--- src/rtl/cabac_bypass_encoder.sv ---
// CABAC bypass bin encoder: updates low per bin, resolves a lead byte every 8 bins, emits bytes on valid/ready.
// Optional feature macro: CABAC_EP_BINCOUNT_EN adds the 32-bit bin_count output.
module cabac_bypass_encoder #(
    parameter int CNT_W = 16
) (
    input  logic        clk,
    input  logic        rst_n,
    input  logic        bin_valid,
    output logic        bin_ready,
    input  logic        bin_in,
    input  logic [8:0]  m_range,
    output logic        byte_valid,
    input  logic        byte_ready,
    output logic [7:0]  byte_data,
    output logic [31:0] m_low_out,
    output logic [4:0]  bits_left_out,
    output logic        cnt_overflow
`ifdef CABAC_EP_BINCOUNT_EN
    ,
    output logic [31:0] bin_count
`endif
);

    typedef enum logic [1:0] {S_IDLE, S_WOUT, S_EMIT} state_t;

    state_t           state_q, state_d;
    logic [31:0]      low_q, low_d;
    logic [4:0]       bits_q, bits_d;
    logic [7:0]       buf_q, buf_d;
    logic [7:0]       run_q, run_d;
    logic [7:0]       data_q, data_d;
    logic [CNT_W-1:0] num_q, num_d;
    logic             ovf_q, ovf_d;

    logic [5:0]       shamt;
    logic [31:0]      low_shift;
    logic [8:0]       lead;
    logic [4:0]       bits_add;

    always_comb begin
        shamt     = 6'd24 - {1'b0, bits_q};
        low_shift = low_q >> shamt;
        lead      = low_shift[8:0];
        bits_add  = bits_q + 5'd8;
    end

    always_comb begin
        state_d = state_q;
        low_d   = low_q;
        bits_d  = bits_q;
        buf_d   = buf_q;
        run_d   = run_q;
        data_d  = data_q;
        num_d   = num_q;
        ovf_d   = ovf_q;
        unique case (state_q)
            S_IDLE: begin
                if (bin_valid) begin
                    low_d  = (low_q << 1) + {23'd0, (bin_in ? m_range : 9'd0)};
                    bits_d = bits_q - 5'd1;
                    if (bits_d < 5'd12) state_d = S_WOUT;
                end
            end
            S_WOUT: begin
                bits_d  = bits_add;
                low_d   = low_q & (32'hFFFF_FFFF >> bits_add);
                state_d = S_IDLE;
                if (lead == 9'h0FF) begin
                    // Saturate rather than wrap; the sticky flag records the loss.
                    if (num_q == '1) ovf_d = 1'b1;
                    else             num_d = num_q + CNT_W'(1);
                end else if (num_q != '0) begin
                    data_d  = buf_q + {7'd0, lead[8]};
                    run_d   = 8'hFF + {7'd0, lead[8]};
                    buf_d   = lead[7:0];
                    state_d = S_EMIT;
                end else begin
                    num_d = CNT_W'(1);
                    buf_d = lead[7:0];
                end
            end
            S_EMIT: begin
                if (byte_ready) begin
                    if (num_q > CNT_W'(1)) begin
                        data_d = run_q;
                        num_d  = num_q - CNT_W'(1);
                    end else begin
                        num_d   = CNT_W'(1);
                        state_d = S_IDLE;
                    end
                end
            end
            default: state_d = S_IDLE;
        endcase
    end

    always_ff @(posedge clk or negedge rst_n) begin
        if (!rst_n) begin
            state_q <= S_IDLE;
            low_q   <= '0;
            bits_q  <= 5'd23;
            buf_q   <= 8'hFF;
            run_q   <= 8'hFF;
            data_q  <= '0;
            num_q   <= '0;
            ovf_q   <= 1'b0;
        end else begin
            state_q <= state_d;
            low_q   <= low_d;
            bits_q  <= bits_d;
            buf_q   <= buf_d;
            run_q   <= run_d;
            data_q  <= data_d;
            num_q   <= num_d;
            ovf_q   <= ovf_d;
        end
    end

`ifdef CABAC_EP_BINCOUNT_EN
    logic [31:0] count_q;

    always_ff @(posedge clk or negedge rst_n) begin
        if (!rst_n)                              count_q <= '0;
        else if (state_q == S_IDLE && bin_valid) count_q <= count_q + 32'd1;
    end

    assign bin_count = count_q;
`endif

    assign bin_ready     = (state_q == S_IDLE);
    assign byte_valid    = (state_q == S_EMIT);
    assign byte_data     = data_q;
    assign m_low_out     = low_q;
    assign bits_left_out = bits_q;
    assign cnt_overflow  = ovf_q;

endmodule

--- config.mk ---
export PLATFORM = sky130hd
export DESIGN_NAME = cabac_bypass_encoder
export DESIGN_NICKNAME = d
export VERILOG_FILES = /design/src/rtl/cabac_bypass_encoder.sv
export SDC_FILE = /design/constraint.sdc
export NUM_CORES = 1
export LEC_CHECK = 0
export ABC_CLOCK_PERIOD_IN_PS = 10600
export BUFFER_PORTS_ARGS = -buffer_cell sky130_fd_sc_hd__buf_4
export CORE_ASPECT_RATIO = 1.1
export CORE_UTILIZATION = 37
export CTS_CLUSTER_DIAMETER = 40
export DETAILED_ROUTE_END_ITERATION = 8
export PLACE_DENSITY = 0.63
export SYNTH_ARGS = -nofsm -noshare
export SYNTH_HDL_FRONTEND = slang
export SYNTH_SLANG_ARGS = --single-unit
--- constraint.sdc ---
create_clock -name clk -period 10.6 [get_ports clk]
set_input_delay 2.12 -clock clk [delete_from_list [all_inputs] [get_ports clk]]
set_output_delay 2.12 -clock clk [all_outputs]
set_load 0.05 [all_outputs]
==> impl_metrics.py <==
metrics = {
    "status": {
        "run_status": "completed",
    },
    "sta": {
        "max_clock_freq_mhz": 171,
        "timing.slew.headroom_pct": 23.9,
        "min_period_ns": 5.85,
        "max_slew.worst_pin.slew_ns": 1.14,
        "grt_setup_unrepaired": "no",
        "fin_tns_setup_ns": 0,
        "hold_vio_cnt_final": 0,
        "final_min_period_over_clock_period_pct": 55.2,
        "timing_max_transition_violations_final": 0,
        "timing.final.ws_setup_ns": 4.75,
        "skew_ns": 0.00900,
        "final_setup_violations": 0,
    },
    "worst_setup_path": {
        "critical_path_peak_fanout": 40,
        "crit_chain": "clkinv_1, ha_2, clkinv_1, mux4_2, mux2i_1, a222oi_1, o2111ai_1, nor4_4, a221o_1, o211ai_1, o21a_1",
        "cp-end-kind": "flip-flop",
        "worst-endpoint-required_ns": 10.84,
        "cp.buffers_inverters": 2,
        "critPathLaunchType": "flip-flop",
        "timing.critical_path.max_delay_family": "compound AO/OA/AOI/OAI gates",
        "worstSetupPathType": "reg2reg",
        "critical_path_arrival_ns": 6.09,
        "critical_path.most_common_cell": "clkinv_1",
        "critical-path-slowest-cell": "ha_2",
        "max_stage_delay_ns": 1.22,
    },
    "yosys": {
        "synth_cell_type_count": 73,
        "yosys_warnings": 0,
        "postSynthRegisterBits": 73,
        "syn-mean-instance-area_um2": 8.81,
        "synth_area_leaders": "dfrtp_1 (23%), mux4_2 (10%), dfstp_2 (5.1%)",
        "synth_edf_count": 0,
        "yosysMostFrequentCell": "o21ai_0",
        "yosysTopAreaCellShare_pct": 22.5,
        "netlist_area_um2": 6660,
        "yosysTopAreaCell": "dfrtp_1",
        "synthesis.instances": 756,
        "ys_top_cells_by_count": "o21ai_0 (65), nand2_1 (62), dfrtp_1 (60)",
        "synthArstFlopShare_pct": 100,
        "synthesis.nets": 792,
        "top_reg_cell_synth": "dfrtp_1",
        "synth-seq-area-share_pct": 27.7,
    },
    "clock_tree": {
        "tritoncts": "yes",
        "cts_inserted_buffers": 9,
        "worst_setup_hold_path_clk_slew_ns": 0.06,
        "clk_latency_ns": 0.35,
        "clock_tree.htree_level_count": 3,
        "post_cts.repair.setup_buffers": 0,
        "cts.repair.resized": 0,
        "clockBufferDepth": 2,
        "cts_root_buf": "clkbuf_16",
        "post_cts_hold_buffer_count": 0,
        "numClockSinks": 73,
    },
    "drt": {
        "detail-route-antenna-nets": 0,
        "wire_per_inst_um": 19.7,
        "routed-via-count": 6230,
        "viasPerCell": 6.15,
        "dr.pass1.iters": 5,
        "totalWireLength_um": 20000,
        "drt_drc_violations_left": 0,
        "iteration_0_drc_markers": 502,
    },
    "floorplanning": {
        "fp.dieArea_um2": 18500,
        "num_io_pins": 62,
        "num_rows": 51,
        "initial_utilization_pct": 37.7,
        "dieHeight_um": 143,
        "dieWidth_um": 130,
        "core_area_um2": 17700,
    },
    "placed_design": {
        "place_worst_setup_slack_ns": 4.83,
        "post-place-cells": 997,
        "detailedPlacementHpwl_um": 13900,
        "port_buffers": 61,
        "gp_routability_congestion": 0.929,
    },
    "grt": {
        "groute.usage.overall_pct": 22.5,
        "overflow": 0,
        "grt_start_max_net_pins": 74,
        "grt_first_pass_wirelength_um": 32100,
        "grt_antenna_before_repair": 0,
        "first_global_vias": 5983,
    },
    "finish": {
        "antenna-diode-count": 0,
        "post_layout_nonfiller_instances": 1013,
        "layout.nets": 806,
        "drive_gt1_share_pct": 21.2,
        "fillerInstances": 1781,
        "syn_to_final_growth_pct": 11.5,
    },
    "hold_path": {
        "worstHoldPathType": "reg2reg",
    },
    "power_and_ir_drop": {
        "fin_total_pwr_mw": 2.64,
        "vdd_drop_max_uv": 159,
        "total_leakage_power_nw": 2.97,
        "power.density_nw_per_um2": 355,
    },
    "flow_run": {
        "drv_cap": 0,
    },
}
## report_power, final
group	leakage, nW	internal, mW	switching, mW
registers	0.920	0.398	0.210
clock network	0.129	0.159	0.128
logic	1.92	0.691	1.05
## layout by cell type (no fill, tap or decap), types with 9 or more instances in the layout
cell type and instances:
buf_4 67, a21oi_1 48, mux4_2 31, nor3_1 11, nand3_1 36, o22ai_1 13, and2_1 13, mux2_2 9
mux2i_1 28, nor2_1 52, ha_1 20, clkbuf_16 9, xor2_1 18, inv_1 22, o22a_1 9, xnor2_1 17
nand4_1 9, a31oi_1 17, dfrtp_1 60, dfstp_2 13, o21ai_0 65, nand2_1 62
## area by class of cell
type / count / area (um2) / share of cell area (%)
Timing Repair Buffer: 67 / 503 / 6.77
Multi-Input combinational cell: 594 / 4420 / 59.5
Inverter: 25 / 93.8 / 1.26
Clock inverter: 6 / 42.5 / 0.572
Tap cell: 238 / 298 / 4.01
Sequential cell: 73 / 1840 / 24.8
Clock buffer: 10 / 229 / 3.08
## stage by stage
stage,cell area [um2],util [%],hold WS (ns)
final,7430,42.0,0.483
after global routing,7430,42.0,0.528
after CTS,7430,42.0,0.490
after detailed placement,7160,40.5,0.479
after global placement,7160,40.5,0.479
after floorplan,6660,-,0.465
## tightest hold or removal path, stage by stage, from the launching register on
cell	delay, ns
dfstp_2	0.37
inv_1	0.04
o21ai_0	0.07
## metal layers
metal / global-route usage [%] / vias up / wire length [um] / share of wire, %
met5: 0 / - / 0 / 0
met4: 10.2 / 0 / 720 / 3.6
met3: 4.08 / 49 / 1300 / 6.5
met2: 36.6 / 266 / 9520 / 48
met1: 28.9 / 3074 / 8420 / 42
li1: - / 2841 / - / -
## flip-flops by register name (all words and copies together), names as in the netlist
name           cells
num_q             16
run_q              1
state_q            2
cnt_overflow       1
m_low_out         32
buf_q              8
bits_left_out      5
byte_data          8
## path summary, 6_finish.rpt
| kind | startpoint | to | slack [ns] | cells after the start |
|---|---|---|---|---|
| min in group asynchronous | rst_n | byte_data[7]$_DFFE_PN0P_ | 1.92 | 1 |
| max in group asynchronous | rst_n | m_low_out[7]$_DFFE_PN0P_ | 8.02 | 1 |
| worst min-delay path | buf_q[0]$_DFFE_PN1P_ | buf_q[0]$_DFFE_PN1P_ | 0.48 | 2 |
| worst max register to register | bits_left_out[0]$_DFFE_PN1P_ | num_q[0]$_DFFE_PN0P_ | 4.75 | 11 |
| worst max-delay path | bits_left_out[0]$_DFFE_PN1P_ | num_q[0]$_DFFE_PN0P_ | 4.75 | 11 |
| worst min register to register | buf_q[0]$_DFFE_PN1P_ | buf_q[0]$_DFFE_PN1P_ | 0.48 | 2 |
## logic make-up after synthesis
kind of cell | after synthesis | synth area share (%)
flip-flops | 73 | 27.7
AO/OA/AOI/OAI | 218 | 20.8
buffers and inverters | 89 | 5.99
XOR/XNOR | 35 | 4.60
multiplexers | 76 | 18.0
adder cells (fa/ha/maj) | 22 | 4.24
AND/OR/NAND/NOR | 243 | 18.7
Power figures use the tool's default switching activity.
